[src/rtl/event_header_reader.sv]
// Reads completed event headers out of the four-buffer header RAM in completion order,
// streams them over valid/ready and releases each buffer. Optional checksum word: EVENT_HEADER_READER_CHECKSUM_EN.
module event_header_reader #(
    parameter int HEADER_WORDS = 22,
    parameter int QUEUE_DEPTH  = 4
) (
    input  logic                           clk33_i,
    input  logic                           rst_n_i,
    input  logic                           event_done_i,
    input  logic [1:0]                     event_buffer_i,
    output logic [7:0]                     ram_addr_o,
    input  logic [15:0]                    ram_dat_i,
    output logic [15:0]                    hdr_dat_o,
    output logic                           hdr_valid_o,
    output logic                           hdr_last_o,
    input  logic                           hdr_ready_i,
    output logic                           buf_clear_o,
    output logic [1:0]                     buf_clear_id_o,
    output logic [$clog2(QUEUE_DEPTH):0]   pending_o,
    output logic                           overflow_o,
    output logic [2:0]                     dbg_state_o
);

    localparam int          AW         = $clog2(QUEUE_DEPTH);
    localparam logic [5:0]  LAST_WORD  = 6'(HEADER_WORDS - 1);
    localparam logic [AW:0] FULL_COUNT = (AW + 1)'(QUEUE_DEPTH);

    typedef enum logic [2:0] {
        IDLE    = 3'd0,
        RD_ADDR = 3'd1,
        RD_WAIT = 3'd2,
        PRESENT = 3'd3,
`ifdef EVENT_HEADER_READER_CHECKSUM_EN
        CSUM    = 3'd4,
`endif
        RELEASE = 3'd5
    } state_t;

    state_t          state_q, state_d;
    logic [1:0]      queue_q [QUEUE_DEPTH];
    logic [AW-1:0]   wr_ptr_q, rd_ptr_q;
    logic [AW:0]     count_q;
    logic [1:0]      cur_buf_q;
    logic [5:0]      word_q;
    logic            accept, pop, push_ok;
`ifdef EVENT_HEADER_READER_CHECKSUM_EN
    logic [15:0]     sum_q;
`endif

    // Handshake: a word transfers on any clock edge where hdr_valid_o && hdr_ready_i;
    // once raised, hdr_valid_o/hdr_dat_o/hdr_last_o stay put until that transfer.
    assign accept  = hdr_valid_o && hdr_ready_i;
    assign pop     = (state_q == RELEASE);
    // A pop frees the slot in the same edge, so a full queue still takes the push.
    assign push_ok = event_done_i && ((count_q != FULL_COUNT) || pop);

    assign ram_addr_o     = {cur_buf_q, word_q};
    assign buf_clear_o    = pop;
    assign buf_clear_id_o = pop ? cur_buf_q : 2'b00;
    assign pending_o      = count_q;
    assign dbg_state_o    = state_q;

    always_ff @(posedge clk33_i or negedge rst_n_i) begin
        if (!rst_n_i) begin
            wr_ptr_q   <= '0;
            rd_ptr_q   <= '0;
            count_q    <= '0;
            overflow_o <= 1'b0;
            for (int i = 0; i < QUEUE_DEPTH; i++) queue_q[i] <= 2'b00;
        end else begin
            if (push_ok) begin
                queue_q[wr_ptr_q] <= event_buffer_i;
                wr_ptr_q          <= wr_ptr_q + AW'(1);
            end
            if (event_done_i && !push_ok) overflow_o <= 1'b1;
            if (pop) rd_ptr_q <= rd_ptr_q + AW'(1);
            case ({push_ok, pop})
                2'b10:   count_q <= count_q + (AW + 1)'(1);
                2'b01:   count_q <= count_q - (AW + 1)'(1);
                default: count_q <= count_q;
            endcase
        end
    end

    always_ff @(posedge clk33_i or negedge rst_n_i) begin
        if (!rst_n_i) state_q <= IDLE;
        else          state_q <= state_d;
    end

    always_comb begin
        state_d = state_q;
        case (state_q)
            IDLE:    if (count_q != '0) state_d = RD_ADDR;
            RD_ADDR: state_d = RD_WAIT;
            RD_WAIT: state_d = PRESENT;
            PRESENT: begin
                if (accept) begin
                    if (word_q == LAST_WORD) begin
`ifdef EVENT_HEADER_READER_CHECKSUM_EN
                        state_d = CSUM;
`else
                        state_d = RELEASE;
`endif
                    end else begin
                        state_d = RD_ADDR;
                    end
                end
            end
`ifdef EVENT_HEADER_READER_CHECKSUM_EN
            CSUM:    if (accept) state_d = RELEASE;
`endif
            RELEASE: state_d = IDLE;
            default: state_d = IDLE;
        endcase
    end

    always_ff @(posedge clk33_i or negedge rst_n_i) begin
        if (!rst_n_i) begin
            cur_buf_q   <= 2'b00;
            word_q      <= 6'd0;
            hdr_dat_o   <= 16'h0000;
            hdr_valid_o <= 1'b0;
            hdr_last_o  <= 1'b0;
`ifdef EVENT_HEADER_READER_CHECKSUM_EN
            sum_q       <= 16'h0000;
`endif
        end else begin
            case (state_q)
                IDLE: begin
`ifdef EVENT_HEADER_READER_CHECKSUM_EN
                    sum_q <= 16'h0000;
`endif
                    if (count_q != '0) begin
                        cur_buf_q <= queue_q[rd_ptr_q];
                        word_q    <= 6'd0;
                    end
                end
                RD_WAIT: begin
                    hdr_dat_o   <= ram_dat_i;
                    hdr_valid_o <= 1'b1;
`ifdef EVENT_HEADER_READER_CHECKSUM_EN
                    hdr_last_o  <= 1'b0;
`else
                    hdr_last_o  <= (word_q == LAST_WORD);
`endif
                end
                PRESENT: begin
                    if (accept) begin
                        hdr_valid_o <= 1'b0;
                        hdr_last_o  <= 1'b0;
                        if (word_q != LAST_WORD) word_q <= word_q + 6'd1;
`ifdef EVENT_HEADER_READER_CHECKSUM_EN
                        sum_q <= sum_q + hdr_dat_o;
`endif
                    end
                end
`ifdef EVENT_HEADER_READER_CHECKSUM_EN
                // First CSUM cycle loads the two's complement of the sum, then waits for acceptance.
                CSUM: begin
                    if (!hdr_valid_o) begin
                        hdr_dat_o   <= ~sum_q + 16'd1;
                        hdr_valid_o <= 1'b1;
                        hdr_last_o  <= 1'b1;
                    end else if (hdr_ready_i) begin
                        hdr_valid_o <= 1'b0;
                        hdr_last_o  <= 1'b0;
                    end
                end
`endif
                default: ;
            endcase
        end
    end

endmodule
[config.mk]
export PLATFORM = sky130hd
export DESIGN_NAME = event_header_reader
export DESIGN_NICKNAME = d
export VERILOG_FILES = /design/src/rtl/event_header_reader.sv
export SDC_FILE = /design/constraint.sdc
export NUM_CORES = 1
export LEC_CHECK = 0
export BUFFER_PORTS_ARGS = -buffer_cell sky130_fd_sc_hd__clkbuf_2
export CAP_MARGIN = 5
export CORE_MARGIN = 1
export CORE_UTILIZATION = 55
export DETAILED_ROUTE_END_ITERATION = 16
export PLACE_DENSITY = 0.91
export SYNTH_ARGS = -nofsm -noshare
export SYNTH_HDL_FRONTEND = slang
export SYNTH_SLANG_ARGS = --single-unit
[constraint.sdc]
create_clock -name clk33_i -period 4.4 [get_ports clk33_i]
set_clock_uncertainty 0.15 [all_clocks]
set_input_delay 0.88 -clock clk33_i [delete_from_list [all_inputs] [get_ports clk33_i]]
set_output_delay 0.88 -clock clk33_i [all_outputs]
set_load 0.01 [all_outputs]
==> out/metrics.cfg, run 1 <==
[status]
status=completed

[final_layout]
regArea_sq_um=1130
finalNonFillerCells=265
fin_util=0.684
final_cell_mix=clkbuf_2 (57), dfrtp_1 (45), mux2_2 (25)
multi_input_comb_area_sq_um=888
nNetsFinal=247
final_common_cell=clkbuf_2
areaGrowthSynthToFinish_pct=20.1
fillers=281
drive_gt1_frac=0.465
diodes=0

[die]
io_pins=58
core_sq_um=3660
rows=22
chipHeight_um=63.6
start_util=0.570
die_w_um=63.6
die_area_sq_um=4040

[grt]
grt_start_max_net_pins=46
grt_usage=0.204
grt_pass1_wl_mm=6.18
first_global_vias=1390
overflow=0
antenna_found_initial=0

[job]
cap_violations=0

[timing]
setup_tns_ns=0
tightest_slew_ns=1.09
worst_hold_slack_ns=0.329
slew_violations=0
relSlewSlack=0.275
min_period_ns=2.63
finalSetupViolCount=0
hold_violations=0
rsz0062_at_grt=no
period_share=0.598
fmax_mhz=380

[synth]
synth.distinct_cells=38
synthCells=157
yosys-top-cells-area=dfrtp_1 (54%), mux2_2 (13%), ha_1 (4.2%)
seq_area_frac_synth=0.540
syn_area_per_cell_sq_um=13.3
syn_area_sq_um=2090
synth_warnings=0
synth_top_area_cell=dfrtp_1
syn_nets=187
synth.ff_latch_count=45
synth_top_area_share=0.540

[clock_network]
cts_max_level=2
cts_tree=built
cts_setup_buffers=0
clk_pin_slew_worst_paths_ns=0.08
cts-buffers-inserted=5
cts_root_buf=clkbuf_8
clk_latency_ns=0.29
clockBufferDepth=2
cts_resized=0
postCtsHoldBufs=0
clock_sinks=45

[route]
drcViolationCount=0
via_per_inst=5.32
num_vias=1409
antenna_left=0
post_drt_wl_per_cell_um=13.4
wl_mm=3.56
drt_first_pass_iters=4
initialDrtViolationCount=65

[power]
seqPwrFrac=0.454
cellLeakagePower_nw=1.23
p_total_w=0.00161
vdd_drop_max_uv=351
p_int_w=0.00107
p_switching_w=0.000541
clock_power_share=0.181
power_density_nw_per_um2=643
power.share.switching=0.336
comb_power_share=0.365

[setup_path]
worst_path_max_delay_cell=dfrtp_1
cp-start-kind=flop
slowest_delay_ns=0.69
cp_data_required_time_ns=3.37
critPathKind=flop to output port
critPathArrivalTime_ns=1.60
end_kind=output port
path_max_fanout=14
path_cells=nand3b_4 > inv_1 > and2_1 > clkbuf_2

[placement]
hpwl_mm=2.63
gp_congestion=0.839
numPlacedInstances=258
portBuffers=57

[min_path]
hp-class=flop to flop

-- layer usage --
metal / wire length, um / GRT usage
met5: 0 / 0
met3: 223 / 0.0598
met2: 1630 / 0.303
met4: 54 / 0.0909
met1: 1650 / 0.276
-- synth_stat cells, drive strengths merged --
master and count:
a31oi 4, nand2 13, a41o 1, and3 1
and4bb 1, a21o 1, mux2 27, nand3b 1
and2 2, a32oi 1, o21ai 5, clkbuf 1
nor3b 1, xor2 1, fa 1, a211oi 1
o211a 1, a41oi 1, a21oi 2, xnor2 5
ha 7, or2 1, inv 9, mux4 2
nand3 2, or3 2, nor2 6, or4 1
nor4 1, a31o 1, dfrtp 45, buf 4
nor3 4, nand4 1
-- sequential cells by signal, summed over array words and instances, names as in the netlist --
register	cells
pending_o	3
word_q	6
hdr_last_o	1
dbg_state_o	3
queue_q	8
cur_buf_q	2
rd_ptr_q	2
wr_ptr_q	2
hdr_valid_o	1
overflow_o	1
hdr_dat_o	16
-- through the flow --
stage / setup slack [ns] / cell area (sq um)
2_1_floorplan: 2.01 / 2090
3_3_place_gp: 1.87 / 2400
3_5_place_dp: 1.80 / 2400
4_1_cts: 1.77 / 2500
5_1_grt: 1.64 / 2500
6_report: 1.77 / 2500
-- power by group through the flow --
stage                     clock network, W  logic, W  registers (W)
final                             0.000292  0.000588       0.000731
after global routing              0.000322  0.000647       0.000759
after CTS                         0.000301  0.000597       0.000731
after detailed placement                 0  0.000594       0.000737
after global placement                   0  0.000572       0.000728
after floorplan                          0  0.000350       0.000766
-- kinds of logic after synthesis --
family / synth area share
xor+xnor: 0.0252
buf+inv: 0.0366
simple gates: 0.106
fa+ha+maj: 0.0516
flops: 0.540
mux: 0.169
compound gates: 0.0714
-- path summary, 6_finish.rpt --
kind	start	endpoint	slack (ns)	cells past startpoint
setup / recovery	dbg_state_o[2]	buf_clear_id_o[0]	1.77	4
hold / removal	overflow_o	overflow_o	0.33	1
setup reg to reg	dbg_state_o[2]	pending_o[2]	1.94	8
hold reg to reg	overflow_o	overflow_o	0.33	1
max in group asynchronous	rst_n_i	pending_o[1]	2.80	1
min in group asynchronous	rst_n_i	hdr_dat_o[12]	0.63	1
-- critical path: cells and delay by family, from the launching register on --
kind | cells | cell delay [ns]
buffers and inverters | 2 | 0.30
and+or+nand+nor | 2 | 0.32
DFF | 1 | 0.69
-- layout make-up --
type / count / share of cell area
flip-flops and latches: 45 / 0.450
clock buffers: 5 / 0.0275
multi-input cells: 98 / 0.355
clock inverters: 2 / 0.0140
repair buffers: 58 / 0.117
inverters: 9 / 0.0135
well taps: 48 / 0.0240
No activity file was read; power rests on OpenSTA's default activity.
==> inputs of run 2 (changes only) <==
--- a/config.mk
+++ b/config.mk
@@ -8,9 +8,9 @@
 export BUFFER_PORTS_ARGS = -buffer_cell sky130_fd_sc_hd__clkbuf_2
 export CAP_MARGIN = 5
 export CORE_MARGIN = 1
-export CORE_UTILIZATION = 55
+export CORE_UTILIZATION = 46
 export DETAILED_ROUTE_END_ITERATION = 16
-export PLACE_DENSITY = 0.91
+export PLACE_DENSITY = 0.82
 export SYNTH_ARGS = -nofsm -noshare
 export SYNTH_HDL_FRONTEND = slang
 export SYNTH_SLANG_ARGS = --single-unit
==> constraint.sdc (replaced) <==
create_clock -name clk33_i -period 2.2 [get_ports clk33_i]
set_clock_uncertainty 0.15 [all_clocks]
set_input_delay 0.44 -clock clk33_i [delete_from_list [all_inputs] [get_ports clk33_i]]
set_output_delay 0.44 -clock clk33_i [all_outputs]
set_load 0.01 [all_outputs]
==> run 2 against run 1 <==
Core utilization shrank 8.8 points. Cell count grew 4.5%. Global-route usage shrank 2.4 points. Combinational power grew 110%. Sequential power rose by 97%. Sequential share of layout area shrank 1.5 points. Count of clock-buffer cells in the layout unchanged. Die area up 19%. Largest cell class unchanged. Hold slack worse by 0.26 ns. Routed wire length rose by 7.5%. Via count up 2.6%. Worst setup slack lost 1.7 ns.
==> out/metrics.cfg, run 2 (same netlist as run 1, synthesis figures left out) <==
[final_layout]
drive_gt1_frac=0.498  ; was 0.465
final_common_cell=clkbuf_2  ; unchanged
nNetsFinal=254  ; was 247
top_regs=hdr_dat_o (16), queue_q (8), word_q (6)  ; unchanged
largest_reg_flops=16  ; unchanged
fillers=355  ; was 281
largest-register=hdr_dat_o  ; unchanged
final_cell_mix=clkbuf_2 (57), dfrtp_1 (43), mux2_2 (25)  ; was clkbuf_2 (57), dfrtp_1 (45), mux2_2 (25)
areaGrowthSynthToFinish_pct=24.5  ; was 20.1%
diodes=0  ; unchanged
fin_util=0.597  ; was 0.684
stdcell_area_sq_um=2600  ; was 2500 sq um

[timing]
setup_slack_ns=0.113  ; was 1.77 ns
worst_hold_slack_ns=0.0705  ; was 0.329 ns
fmax_mhz=479
relSlewSlack=0.624  ; was 0.275
slew_violations=0  ; unchanged
tightest_slew_ns=0.563  ; was 1.09 ns
rsz0062_at_grt=no  ; unchanged
finalSetupViolCount=0  ; unchanged
hold_violations=0  ; unchanged
period_share=0.949
min_period_ns=2.09
setup_tns_ns=0  ; unchanged

[route]
wl_mm=3.83  ; was 3.56 mm
num_vias=1445  ; was 1,409
post_drt_wl_per_cell_um=13.8  ; was 13.4 um
via_per_inst=5.22  ; was 5.32
drcViolationCount=0  ; unchanged
initialDrtViolationCount=66  ; was 65
drt_first_pass_iters=6  ; was 4
antenna_left=0  ; unchanged

[grt]
first_global_vias=1488  ; was 1,390
antenna_found_initial=0  ; unchanged
grt_start_max_net_pins=46  ; unchanged
grt_usage=0.180  ; was 0.204
grt_pass1_wl_mm=6.92  ; was 6.18 mm
overflow=0  ; unchanged

[power]
p_switching_w=0.00111  ; was 0.000541 W
power_density_nw_per_um2=1310  ; was 643 nW/um^2
clock_power_share=0.213  ; was 0.181
seqPwrFrac=0.422  ; was 0.454
comb_power_share=0.365  ; about the same
p_int_w=0.00230  ; was 0.00107 W
vdd_drop_max_uv=594  ; was 351 uV
cellLeakagePower_nw=1.27  ; was 1.23 nW
power.share.switching=0.326  ; was 0.336

[placement]
gp_congestion=0.834  ; was 0.839
hpwl_mm=2.85  ; was 2.63 mm
dp_slack_ns=0.133  ; was 1.80 ns
place_area_sq_um=2460  ; was 2400 sq um
portBuffers=57  ; unchanged

[clock_network]
clk_latency_ns=0.29  ; about the same
cts_root_buf=clkbuf_8  ; unchanged
cts_max_level=2  ; unchanged
clockBufferDepth=2  ; unchanged
cts_tree=built  ; unchanged
clock_sinks=45  ; unchanged
cts-buffers-inserted=5  ; unchanged
clk_pin_slew_worst_paths_ns=0.09  ; was 0.08 ns

[min_path]
hp-class=input pin to asynchronous set/reset pin  ; was flop to flop

[setup_path]
path_max_fanout=6  ; was 14
critPathKind=flop to flop  ; was flop to output port
cp_data_required_time_ns=2.23  ; was 3.37 ns
cp-start-kind=flop  ; unchanged
end_kind=flop  ; was output port
critPathArrivalTime_ns=2.12  ; was 1.60 ns

[die]
io_pins=58  ; unchanged
die_w_um=69.3  ; was 63.6 um
rows=24  ; was 22
chipHeight_um=69.3  ; was 63.6 um
die_area_sq_um=4810  ; was 4040 sq um
core_sq_um=4350  ; was 3660 sq um
start_util=0.479  ; was 0.570

[status]
status=completed  ; unchanged

[job]
cap_violations=0  ; unchanged

[run 2: layer usage]
metal	GRT usage	vias to the layer above	wire length, um
met2	0.301	39	1950
met4	0.0794	0	82
li1	-	683	-
met5	0	-	0
met3	0.0407	7	166
met1	0.223	716	1630
[run 2: what timing repair did]
item | 4_1_cts | 5_1_grt
gates resized for setup | 0 | 2
hold buffers | 0 | 0
setup buffers | 0 | 0
setup endpoints to repair | 0 | 1
[run 2: power by group through the flow]
stage	logic [W]	clock network, W	registers (W)
detailed placement	0.00125	0	0.00146
floorplan	0.000702	0	0.00153
finish	0.00124	0.000725	0.00144
global route	0.00138	0.000773	0.00149
CTS	0.00126	0.000741	0.00144
global placement	0.00122	0	0.00143
[run 2: worst paths after layout]
path	start	to	slack, ns	cells after the start
max in group asynchronous	rst_n_i	dbg_state_o[1]	1.42	2
worst max-delay path	word_q[0]	word_q[1]	0.11	5
worst min-delay path	rst_n_i	wr_ptr_q[1]	0.07	2
worst min register to register	overflow_o	overflow_o	0.33	1
worst max register to register	word_q[0]	word_q[1]	0.11	5
min in group clk33_i	ram_dat_i[4]	hdr_dat_o[4]	0.23	2
[run 2: stage by stage]
stage               instances  power (W)
CTS                       277    0.00344
detailed placement        269    0.00271
global placement          269    0.00265
finish                    277    0.00341
floorplan                 157    0.00223
global route              277    0.00365
[run 2: layout make-up]
class | count | area (sq um) | share of cell area
clock buffers | 5 | 68.8 | 0.0265
repair buffers | 65 | 345 | 0.133
inverters | 9 | 33.8 | 0.0130
flip-flops and latches | 45 | 1130 | 0.434
clock inverters | 3 | 65.1 | 0.0250
multi-input cells | 98 | 891 | 0.343
well taps | 52 | 65.1 | 0.0250
[run 2: worst max-delay path: stages, from the launching register on]
cell	delay, ns
dfrtp_1	0.44
ha_1	0.22
and4bb_4	0.21
a211oi_4	0.35
or2_1	0.29
mux2_4	0.32
